**config.mk**
```make
export PLATFORM = sky130hd
export DESIGN_NAME = ddr_button_conditioner
export DESIGN_NICKNAME = d
export VERILOG_FILES = /design/src/rtl/ddr_button_conditioner.sv
export SDC_FILE = /design/constraint.sdc
export NUM_CORES = 1
export LEC_CHECK = 0
export BUFFER_PORTS_ARGS = -buffer_cell sky130_fd_sc_hd__buf_2
export CAP_MARGIN = 20
export CORE_MARGIN = 10
export CORE_UTILIZATION = 68
export CTS_BUF_LIST = sky130_fd_sc_hd__clkbuf_4 sky130_fd_sc_hd__clkbuf_8
export CTS_CLUSTER_SIZE = 40
export DETAILED_ROUTE_END_ITERATION = 7
export PLACE_DENSITY = 0.87
export SLEW_MARGIN = 20
export SYNTH_ARGS = -nofsm -noshare
export SYNTH_HDL_FRONTEND = slang
export SYNTH_SLANG_ARGS = --single-unit
```
**constraint.sdc**
```tcl
create_clock -name clk -period 6.1 [get_ports clk]
set_input_delay 1.22 -clock clk [delete_from_list [all_inputs] [get_ports clk]]
set_output_delay 1.22 -clock clk [all_outputs]
set_load 0.05 [all_outputs]
```
**src/rtl/ddr_button_conditioner.sv**
```systemverilog
// Button front end for the DDR game. Four raw buttons are synchronized and debounced,
// and each clean rising edge becomes a one-cycle pulse plus a buffered press event.
module ddr_button_conditioner #(
    parameter int DEBOUNCE_CYCLES = 500000,
    parameter int CNT_BITS        = 19
) (
    input  logic       clk,
    input  logic       reset,
    input  logic [3:0] btn_raw,
    input  logic       enable,
    input  logic       press_ack,
    output logic [3:0] btn_level,
    output logic [3:0] press_pulse,
    output logic       press_valid,
    output logic [3:0] press_vec,
    output logic       overflow
);

    localparam logic [CNT_BITS-1:0] CNT_LAST = CNT_BITS'(DEBOUNCE_CYCLES - 1);

    logic [3:0]          s1;
    logic [3:0]          s2;
    logic [CNT_BITS-1:0] cnt [4];
    logic [3:0]          rise;
    logic [3:0]          p;

    // A rise is the cycle in which a low debounced level is about to flip high.
    always_comb begin
        rise = 4'b0000;
        for (int i = 0; i < 4; i++) begin
            rise[i] = s2[i] && !btn_level[i] && (cnt[i] == CNT_LAST);
        end
        p = rise & {4{enable}};
    end

    always_ff @(posedge clk or posedge reset) begin
        if (reset) begin
            s1 <= 4'b0000;
            s2 <= 4'b0000;
        end else begin
            s1 <= btn_raw;
            s2 <= s1;
        end
    end

    // Counters restart whenever the synchronized input agrees with the level again.
    always_ff @(posedge clk or posedge reset) begin
        if (reset) begin
            btn_level <= 4'b0000;
            for (int i = 0; i < 4; i++) begin
                cnt[i] <= '0;
            end
        end else begin
            for (int i = 0; i < 4; i++) begin
                if (s2[i] == btn_level[i]) begin
                    cnt[i] <= '0;
                end else if (cnt[i] == CNT_LAST) begin
                    btn_level[i] <= s2[i];
                    cnt[i]       <= '0;
                end else begin
                    cnt[i] <= cnt[i] + 1'b1;
                end
            end
        end
    end

    // Handshake: an event is transferred on an edge where press_valid && press_ack;
    // press_vec holds while press_valid is high and no ack has been taken, and a new
    // press on the ack edge reloads the buffer with no idle cycle.
    always_ff @(posedge clk or posedge reset) begin
        if (reset) begin
            press_pulse <= 4'b0000;
            press_valid <= 1'b0;
            press_vec   <= 4'b0000;
            overflow    <= 1'b0;
        end else begin
            press_pulse <= p;
            overflow    <= 1'b0;
            if (!enable) begin
                press_valid <= 1'b0;
                press_vec   <= 4'b0000;
            end else if (p != 4'b0000) begin
                if (!press_valid || press_ack) begin
                    press_valid <= 1'b1;
                    press_vec   <= p;
                end else begin
                    overflow <= 1'b1;
                end
            end else if (press_valid && press_ack) begin
                press_valid <= 1'b0;
                press_vec   <= 4'b0000;
            end
        end
    end

endmodule

```
# ---- Word level (Yosys, flattened, before mapping)
# Index checks and enable logic that the tools add are counted.
dict set report word_totals {
  out_inout_bits 14
  regBits 98
}
dict set report classes {
  n_reduce_logical 21
  bitwise_logic 5
  n_eq_ne 10
  addsub 4
  n_mux 19
}
# op n
set op_table {}
lappend op_table {{19-bit two-way mux} 8}
lappend op_table {{19-bit by 1-bit adder with 19-bit output, second input constant} 4}
lappend op_table {{19-bit equality test, second input constant} 4}
lappend op_table {{4-bit two-way mux} 4}
lappend op_table {{2-bit AND reduction} 5}
lappend op_table {{1-bit logical AND} 9}
lappend op_table {{1-bit two-way mux} 7}
lappend op_table {{1-bit zero test} 5}
lappend op_table {{4-bit AND} 1}
lappend op_table {{1-bit equality test} 4}
lappend op_table {{1-bit NOT} 4}
lappend op_table {{4-bit nonzero test} 1}
lappend op_table {{3-bit by 1-bit inequality test with 1-bit output, second input constant} 1}
lappend op_table {{3-bit by 2-bit inequality test with 1-bit output, second input constant} 1}
lappend op_table {{1-bit logical OR} 1}

# ---- Logic depth before layout (Yosys ltp)
# Gate-level depths: netlist of run 1.
dict set report depth {
  ltp_word 7
  depth_mapped 7
  ltp_nobuf 7
}

# ---- Least setup slack after synthesis of run 1
# No wires, ideal clock.
dict set report synth_timing {
  kind {input port to flip-flop}
  from {input port enable}
  to {register press_vec[0]}
  slack_ns 3.956
  cell_stages 4
  n_path_buf 0
  t_arrival_ns 1.997
  t_required_ns 5.952
  cell_sequence {nand2_1 > or4_1 > nand4b_1 > o31ai_1}
}
dict set report synth_via {
  elab_chain_cells 4
}
# item line_no
set synth_lines {}
lappend synth_lines {{start: declaration} 10} ;# input logic enable,
lappend synth_lines {{4-bit AND} 33} ;# p = rise & {4{enable}};
lappend synth_lines {{4-bit nonzero test or 4-bit two-way mux (tied branches)} {82, 83}}
lappend synth_lines {{3-bit by 2-bit inequality test with 1-bit output (no source line), or another cell as far along} n/a}
lappend synth_lines {{2-bit AND reduction (no source line) or 4-bit two-way mux (tied branches)} n/a}
lappend synth_lines {{end signal: assignment} 85} ;# press_vec <= p;
lappend synth_lines {{end: declaration} 15} ;# output logic [3:0] press_vec,
# Parallel ways exist; a longest one is shown, timed or not. The select of a mux whose other input is x is not followed.
# A chain may end at the register's enable or synchronous reset.

# ---- Worst setup path after layout of run 1
dict set report layout_timing {
  from {register press_valid}
  to {output port press_valid}
}
# item line_no
set layout_lines {}
lappend layout_lines {{start: declaration} 14} ;# output logic press_valid,
lappend layout_lines {{start signal: assignment} 73} ;# press_valid <= 1'b0;
lappend layout_lines {{start signal: assignment} 80} ;# press_valid <= 1'b0;
lappend layout_lines {{start signal: assignment} 84} ;# press_valid <= 1'b1;
# No word-level cell between the ends.

==> run metrics, run 1 <==
htree depth=3; largest net degree at the start of global routing=84; sequential fraction of the synthesis area=52.2%; crit path DAT=1.17 ns; slowest stage delay, CP=0.48 ns; Post-synth top cells=dfrtp_1, nor2_1, nand2_1; setup ws final=3.71 ns; clk sink count=98; Port Buffer Count=21; Worst Hold Class=reg -> reg; post-cts sizing count=0; Fin Setup TNS=0 ns; Switch Pwr=250 uW; max-cap violations=0; clock slew at reported path FFs=0.09 ns; vias in the first global route=3427; # diodes=0; Post-synth EDFFs=0; CP max stage cell=dfrtp_1; Critical Path Source Type=flip-flop; clock root buffer master=clkbuf_8; critical path class=reg -> out; ys flop type=dfrtp_1; GP Congestion=0.871; critical path, cell by cell=buf_2; Clock Path Buffers=2; row count=30; fraction of layout cells with a size suffix above 1=11.2%; Total Nets Final=504; area fraction of the dominant cell type after synthesis=52.2%; Starting Density=69.5%; Die Height=103 um; number of buffer and inverter stages on the critical path=1; initial DRC count=148; initial antenna violation count=0; synth warn=0; TritonCTS Buffers=9; Pins Over Slew Limit=0; outcome=finished, final reports clean; overflow left after global routing=0; CP Capture Type=primary output; die area=10600 sq um; DR WL/cell=15.7 um; FILL cells=450; Flop pwr share=56.4%; crit path max fanout=8; cells taking the most area after synthesis=dfrtp_1, xor2_1, nor2_1; Yosys reg bits=98; insertion delay to the later sink of the worst-skew pair=0.36 ns; Detailed Route WL=8980 um; DRT Pass-1 Iters=4; largest delay contributor family on the critical path=flip-flops; Least-Margin Pin Slew=0.868 ns; synthesized area per cell=10.2 sq um; vias per inst=5.93; Post-Synthesis Cells=462; sw frac=21.2%; leak pwr=2.26 nW; RSZ-0062 raised after global routing=no; maximum clock frequency=419 MHz; postcts setup bufs=0; Hold Path Depth=0; Place WS=3.63 ns; final setup vio count=0; total core area=6760 sq um; Clk pwr share=39.9%; clock tree from TritonCTS=built; I/O pins=22; combinational share of power=3.7%; post-DP HPWL=6150 um; Synth Cell Area=4700 sq um; total number of vias=3396; DRT antenna net count=0; P_int=930 uW; # DRC=0; Synth async-reset ratio=100%; area delta synth->final=9.08%; Period Utilization, post-route=39.1%; Hold Vio Cnt, Final=0; Syn Nets=478; Fin Clk Skew=0.00757 ns; DIE WIDTH=103 um; Final min period=2.39 ns; Req. time, crit path=4.88 ns; post-synth top area cell=dfrtp_1; critical path depth=1; peak supply drop=0.000192 V; synth unique cells=44; Relative slew margins=41.6%; Reg2Reg Depth=5; Tot GR Track Use=18.7%; Hold-fix buffers, CTS=0; cell with the most instances after synthesis=dfrtp_1; Pwr Density=230 nW/um^2; first-pass GRT wire length=15900 um
[through the flow]
step	std cells	util [%]	hold WS, ns	instance area (sq um)	total power, mW
finish	573	75.8	0.356	5120	1.18
global placement	556	72.0	0.332	4870	0.719
floorplan	462	-	0.331	4700	0.709
detailed placement	556	72.0	0.339	4870	0.721
CTS	572	75.5	0.359	5100	1.19
global route	573	75.8	0.375	5120	1.22
[power by group through the flow]
stage / combinational (mW) / clock [mW] / sequential [mW]
2_1_floorplan: 0.0330 / 0 / 0.676
3_3_place_gp: 0.0415 / 0 / 0.677
3_5_place_dp: 0.0432 / 0 / 0.678
4_1_cts: 0.0435 / 0.479 / 0.665
6_report: 0.0438 / 0.471 / 0.665
5_1_grt: 0.0512 / 0.506 / 0.667
[path summary, 6_finish.rpt]
path,start,to,slack (ns)
worst max-delay path,press_valid,press_valid,3.71
worst min-delay path,s1[2],s2[2],0.36
worst max register to register,cnt[57],btn_level[0],3.83
worst min register to register,s1[2],s2[2],0.36
max in group asynchronous,reset,cnt[51],4.35
min in group asynchronous,reset,s2[0],0.76
[kinds of logic (layout without fill, tap and decap cells)]
family,after synthesis,count (layout),share of synthesized area [%]
xor+xnor,60,60,11.2
fa+ha+maj,8,8,2.13
simple gates,238,238,26.9
mux,4,4,0.959
buf+inv,25,56,2.40
flops,98,98,52.2
compound gates,29,29,4.18
[flip-flops by register name, indices dropped and copies added, names as in the netlist]
register / flops
press_valid: 1
btn_level: 4
press_pulse: 4
s2: 4
overflow: 1
cnt: 76
press_vec: 4
s1: 4
[metal layers]
| layer | wire length (um) | GRT usage [%] |
|---|---|---|
| met1 | 3900 | 23.7 |
| met2 | 4480 | 30.4 |
| met3 | 500 | 5.50 |
| met4 | 102 | 5.45 |
| met5 | 0 | 0 |
[final cells by class]
type	instances	area (sq um)	share of cell area [%]
Timing Repair Buffer	24	140	2.74
Sequential cell	98	2450	47.9
Tap cell	80	100	1.95
Clock buffer	12	159	3.10
Inverter	16	62.6	1.22
Clock inverter	4	73.8	1.44
Multi-Input combinational cell	339	2140	41.7
[placed cells by master (no fill, tap or decap), types with 2 or more instances in the layout]
cell	count
xor2_1	37
and2_1	3
nand2b_1	3
nand4_1	20
nand2_1	38
nor3_1	13
o31ai_1	2
nor4_1	4
ha_1	8
mux2_2	3
xnor2_1	23
nor4bb_1	2
nand4b_1	5
buf_4	2
or4_1	2
nor2_1	75
dfrtp_1	98
or4_4	2
bufinv_16	2
clkbuf_8	11
nand3_1	23
nor3_2	2
and3_1	12
o21ai_0	10
nor2b_1	4
nor4b_1	7
o21bai_4	2
inv_1	15
a21oi_1	9
or3_1	8
buf_2	21
and4_1	8
Power figures use the tool's default switching activity.
==> run 2, diff against run 1 <==
ABC_AREA = 1   (was unset)
CORE_UTILIZATION = 58   (was 68)
PLACE_DENSITY = 0.79   (was 0.87)
clock period = 2.1 ns   (was 6.1 ns; I/O delays follow)
==> run 2 against run 1 <==
Against the previous run:
- sequential share of layout area fell by 4.9 points
- routed wire length grew 19%
- power rose to 2.9 times the previous value
- first-iteration DRC count grew 84%
- clock skew is 0.0039 ns higher
- worst setup slack got worse by 3.4 ns
- highest routed layer unchanged
- core utilization is 10 points lower
- worst hold slack got worse by 0.22 ns
- sequential power increased to 2.9 times the previous value
- clock power increased to 3.0 times the previous value
==> run metrics, run 2 <==
outcome=finished, final reports clean; Pwr Density=607 nW/um^2 (+160%); post-DP HPWL=7930 um (+29%); CP max stage cell=dfrtp_1; peak supply drop=0.000315 V (+65%); Worst Hold Class=in -> reg; sequential fraction of the synthesis area=47.0% (-5.2 points); leak pwr=2.64 nW (+17%); critical path, cell by cell=ha_1, nand3_2, nor2_2, nand2_2, inv_2, nand4_4, nor3_2, nand2_1, nand2_1, nor2_1; sw frac=23.9% (+2.7 points); critical path class=reg -> reg; Switch Pwr=828 uW (+230%); GP Congestion=0.884 (+1.5%); area fraction of the dominant cell type after synthesis=47.0% (-5.2 points); TritonCTS Buffers=9 (unchanged); Synth Cell Area=5220 sq um (+11%); Fin Clk Skew=0.0115 ns (+0.00388 ns); initial DRC count=272 (+84%); die area=13200 sq um (+24%); cell mode on critical path=nand2_1; Reg2Reg Depth=10 (+5); Top reg by flops=cnt; Starting Density=59.8% (-9.7 points); combinational share of power=4.0% (+0.3 points); area delta synth->final=9.38%; final setup vio count=0 (unchanged); Layout Cells excl Fill=773 (+35%); Largest register FFs=76 (unchanged); total number of vias=4161 (+23%); vias in the first global route=4176 (+22%); Synth async-reset ratio=100% (unchanged); CP Capture Type=flip-flop; Die Height=115 um (+11%); Req. time, crit path=2.37 ns (-2.51 ns); synthesized area per cell=8.29 sq um (-18%); DRT antenna net count=0 (unchanged); # DRC=0 (unchanged); Place WS=0.369 ns (-3.26 ns); slowest stage delay, CP=0.40 ns (-0.08 ns); DR WL/cell=13.8 um (-12%); DRT Pass-1 Iters=4 (unchanged); Fin Setup TNS=0 ns (unchanged); crit path max fanout=5 (-3); Yosys reg bits=98 (unchanged); Hold-fix buffers, CTS=0 (unchanged); Total Nets Final=676 (+34%); clock tree from TritonCTS=built; most frequent cells in the layout=nor2_1, nand2_1, dfrtp_1; cells taking the most area after synthesis=dfrtp_1, nor2_1, nand2_1; Detailed Route WL=10700 um (+19%); Clock Path Buffers=2 (unchanged); fraction of layout cells with a size suffix above 1=15.2% (+4.0 points); Final min period=1.77 ns; Post-synth EDFFs=0 (unchanged); largest net degree at the start of global routing=99 (+18%); Cells after DPL=757 (+36%); Pins Over Slew Limit=0 (unchanged); row count=34 (+13%); Hold Vio Cnt, Final=0 (unchanged); WHS=0.138 ns (-0.218 ns); Flop pwr share=55.9% (-0.5 points); RSZ-0062 raised after global routing=no; clock slew at reported path FFs=0.10 ns (about the same); Period Utilization, post-route=84.2%; total core area=8720 sq um (+29%); ys flop type=dfrtp_1; Post-Synthesis Cells=629 (+36%); postcts setup bufs=0 (unchanged); Hold Path Depth=1 (+1); FILL cells=732 (+63%); max-cap violations=0 (unchanged); initial antenna violation count=0 (unchanged); post-synth top area cell=dfrtp_1; most common cell after layout, fill and taps aside=nor2_1; largest delay contributor family on the critical path=simple AND/OR/NAND/NOR gates; Critical Path Source Type=flip-flop; Relative slew margins=66.6% (+25 points); Port Buffer Count=21 (unchanged); synth warn=0 (unchanged); post-cts sizing count=0 (unchanged); synth unique cells=36 (-18%); Tot GR Track Use=16.8% (-1.9 points); overflow left after global routing=0 (unchanged); Clk pwr share=40.1% (+0.2 points); DIE WIDTH=115 um (+11%); htree depth=3 (unchanged); P_int=2.64 mW (+180%); critical path depth=10 (+9); number of buffer and inverter stages on the critical path=1 (unchanged); Syn Nets=645 (+35%); cell with the most instances after synthesis=nor2_1; Post-synth top cells=nor2_1, nand2_1, dfrtp_1; I/O pins=22 (unchanged); # diodes=0 (unchanged); vias per inst=5.38 (-9.2%); insertion delay to the later sink of the worst-skew pair=0.38 ns (+0.02 ns); setup ws final=0.332 ns (-3.38 ns); clock root buffer master=clkbuf_8; Least-Margin Pin Slew=0.501 ns (-0.366 ns); maximum clock frequency=566 MHz; crit path DAT=2.04 ns (+0.87 ns); first-pass GRT wire length=18500 um (+17%); clk sink count=98 (unchanged)
## run 2: cells by family (layout without fill, tap and decap cells)
group / after synthesis / in the layout / synth area share [%]
simple gates: 374 / 374 / 36.1
flops: 98 / 98 / 47.0
buf+inv: 87 / 123 / 6.28
xor+xnor: 33 / 33 / 5.54
compound gates: 29 / 29 / 3.17
fa+ha+maj: 8 / 8 / 1.92
## run 2: final timing paths
| check | start | endpoint | slack [ns] |
|---|---|---|---|
| setup / recovery | cnt[0] | cnt[16] | 0.33 |
| hold / removal | btn_raw[1] | s1[1] | 0.14 |
| setup reg to reg | cnt[0] | cnt[16] | 0.33 |
| hold reg to reg | s1[2] | s2[2] | 0.35 |
| max in group asynchronous | reset | cnt[74] | 1.54 |
| min in group asynchronous | reset | cnt[61] | 0.17 |
## run 2: cell type report
type | count | area [sq um] | share of cell area, %
sequential | 98 | 2450 | 43.0
clock buffer | 9 | 124 | 2.17
clock inverter | 7 | 98.8 | 1.73
inverter | 82 | 312 | 5.46
tap | 108 | 135 | 2.37
multi-input combinational | 444 | 2440 | 42.7
timing repair buffer | 25 | 148 | 2.59
## run 2: power groups by stage
stage	Sequential, mW	Combinational, mW	Clock [mW]
finish	1.94	0.139	1.39
global route	1.94	0.162	1.48
CTS	1.94	0.144	1.42
detailed placement	1.97	0.143	0
global placement	1.97	0.140	0
floorplan	1.97	0.0967	0
## run 2: worst reg2reg max path, delay by kind of cell (launching register included)
family / cells / cell delay (ns)
buffers and inverters: 1 / 0.09
AND/OR/NAND/NOR: 8 / 0.92
adder cells (fa/ha/maj): 1 / 0.25
flip-flops: 1 / 0.40
## run 2: metal layers
metal | routed length, um | track usage [%] | vias to the layer above
li1 | - | - | 2088
met1 | 5010 | 21.4 | 1993
met2 | 5110 | 27.9 | 59
met4 | 223 | 6.77 | 0
met5 | 0 | 0 | -
met3 | 360 | 2.76 | 21
## run 2: per-stage QoR
stage | util (%) | total power, mW | cell area [sq um]
6_report | 65.4 | 3.46 | 5710
5_1_grt | 65.4 | 3.59 | 5710
4_1_cts | 65.4 | 3.49 | 5710
3_5_place_dp | 62.9 | 2.12 | 5480
3_3_place_gp | 62.9 | 2.11 | 5480
2_1_floorplan | - | 2.06 | 5220
==> run 3, diff against run 2 <==
CORE_UTILIZATION = 64   (was 58)
PLACE_DENSITY = 0.82   (was 0.79)
clock period = 1.84 ns   (was 2.1 ns; I/O delays follow)
==> run 3 against run 2 <==
Against the previous run:
- clock skew rose by 0.00064 ns
- first-iteration DRC count fell by 20%
- cell area rose by 1.4%
- global-route usage rose by 2.5 points
- combinational power rose by 23%
==> run metrics, run 3 (synthesized netlist as in run 2, its figures left out) <==
CP Capture Type=flip-flop; largest net degree at the start of global routing=72 (-27%); # diodes=0 (unchanged); initial antenna violation count=0 (unchanged); FILL cells=603 (-18%); CP max stage cell=dfrtp_1; R2R Setup Slk=0.11 ns (-0.22 ns); DRT antenna net count=0 (unchanged); most common cell after layout, fill and taps aside=nor2_1; overflow left after global routing=0 (unchanged); Clock Path Buffers=2 (unchanged); sw frac=22.5% (-1.4 points); outcome=finished, final reports clean; Cells after DPL=754 (-0.40%); Req. time, crit path=2.10 ns (-0.27 ns); Port Buffer Count=21 (unchanged); Hold Path Depth=1 (unchanged); RSZ-0062 raised after global routing=no; Fin Clk Skew=0.0121 ns (+0.000643 ns); max-cap violations=0 (unchanged); Top reg by flops=cnt; number of buffer and inverter stages on the critical path=0 (-1); Clk pwr share=40.2% (about the same); largest delay contributor family on the critical path=simple AND/OR/NAND/NOR gates; FF-to-FF End=press_vec[1]; vias in the first global route=4125 (-1.2%); critical path, cell by cell=ha_2, nand3_4, nor3_4, nand3_1, nand2_1, nor2_2, nand2_4, nand2_2, nand2_1, nand2_1; fraction of layout cells with a size suffix above 1=16.4% (+1.2 points); GP Congestion=0.914 (+3.4%); clock root buffer master=clkbuf_8; hold_sp=btn_raw[0]; Layout Cells excl Fill=772 (-0.13%); total number of vias=4276 (+2.8%); Largest register FFs=76 (unchanged); Fin Setup TNS=0 ns (unchanged); Worst Hold Class=in -> reg; DR WL/cell=14.5 um (+4.6%); Critical Path Source Type=flip-flop; total core area=7850 sq um (-10%); most frequent cells in the layout=nor2_1, nand2_1, dfrtp_1; clock slew at reported path FFs=0.10 ns (about the same); Hold Vio Cnt, Final=0 (unchanged); slowest stage delay, CP=0.40 ns (about the same); clk sink count=98 (unchanged); Starting Density=66.5% (+6.7 points); Tot GR Track Use=19.3% (+2.5 points); htree depth=3 (unchanged); post-DP HPWL=8120 um (+2.4%); Hold EP=s1[0]; insertion delay to the later sink of the worst-skew pair=0.37 ns (about the same); Pwr Density=688 nW/um^2 (+13%); # DRC=0 (unchanged); r2r startpoint=cnt[57]; TritonCTS Buffers=9 (unchanged); Relative slew margins=70.8% (+4.2 points); P_int=3.09 mW (+17%); Period Utilization, post-route=94.1% (+9.9 points); Pins Over Slew Limit=0 (unchanged); Die Height=110 um (-4.0%); clock tree from TritonCTS=built; row count=32 (-5.9%); DRT Pass-1 Iters=4 (unchanged); area delta synth->final=10.9%; Detailed Route WL=11200 um (+4.4%); Least-Margin Pin Slew=0.437 ns (-0.0642 ns); die area=12200 sq um (-7.8%); maximum clock frequency=578 MHz (+2.1%); critical path depth=10 (unchanged); DIE WIDTH=110 um (-4.0%); Reg2Reg Depth=10 (unchanged); Final min period=1.73 ns (-0.0363 ns); I/O pins=22 (unchanged); critical path class=reg -> reg; peak supply drop=0.000422 V (+34%); initial DRC count=218 (-20%); Total Nets Final=681 (+0.74%); first-pass GRT wire length=19200 um (+3.4%); combinational share of power=4.3% (+0.3 points); final setup vio count=0 (unchanged); cell mode on critical path=nand2_1; crit path DAT=2.00 ns (-0.04 ns); leak pwr=2.69 nW (+1.6%); Flop pwr share=55.5% (-0.4 points); crit path max fanout=5 (unchanged); Switch Pwr=896 uW (+8.2%); vias per inst=5.54 (+2.9%)
run 3: worst max path at each step:
stage                            start      endpoint  slack, ns
after CTS                      cnt[57]  press_vec[1]       0.01
after floorplan           btn_level[1]       cnt[49]       0.02
after detailed placement       cnt[57]  press_vec[1]       0.07
after global placement         cnt[57]  press_vec[1]       0.20
final                          cnt[57]  press_vec[1]       0.11
after global routing           cnt[38]       cnt[50]       0.01
run 3: metrics by stage:
stage	util, %	hold WS [ns]	power [mW]	setup slack [ns]	cell area (sq um)
after detailed placement	70.1	0.348	2.42	0.0698	5500
after floorplan	-	0.331	2.36	0.0178	5220
after global placement	70.1	0.333	2.41	0.203	5500
after global routing	73.7	0.0845	4.14	0.0109	5780
final	73.7	0.103	3.98	0.109	5780
after CTS	73.2	0.0944	4.00	0.0124	5750
run 3: power by group through the flow:
| stage | combinational [mW] | sequential, mW | clock, mW |
|---|---|---|---|
| floorplan | 0.110 | 2.25 | 0 |
| global route | 0.195 | 2.21 | 1.73 |
| global placement | 0.162 | 2.25 | 0 |
| CTS | 0.169 | 2.21 | 1.62 |
| detailed placement | 0.167 | 2.25 | 0 |
| finish | 0.171 | 2.21 | 1.60 |
run 3: cell type report:
type                    instances  area, sq um  area share (%)
clock buffers                  11          151            2.62
clock inverters                 5         86.3            1.49
inverters                      82          312            5.39
multi-input cells             444         2470            42.7
flip-flops and latches         98         2450            42.4
well taps                     102          128            2.21
repair buffers                 30          188            3.24
run 3: routing by layer:
layer | share of wire, % | routed length (um) | track usage (%) | up-vias
li1 | - | - | - | 2095
met1 | 44 | 4960 | 25.8 | 2051
met2 | 49 | 5500 | 31.3 | 115
met3 | 5.4 | 602 | 3.89 | 15
met4 | 1.1 | 119 | 5.32 | 0
met5 | 0 | 0 | 0 | -
run 3: repair_timing:
| item | CTS | global route |
|---|---|---|
| buffers inserted | 0 | 1 |
| endpoints found under the hold margin | 11 | 0 |
| resized for setup | 0 | 7 |
| setup endpoints to repair | 0 | 13 |
| hold buffers | 1 | 0 |
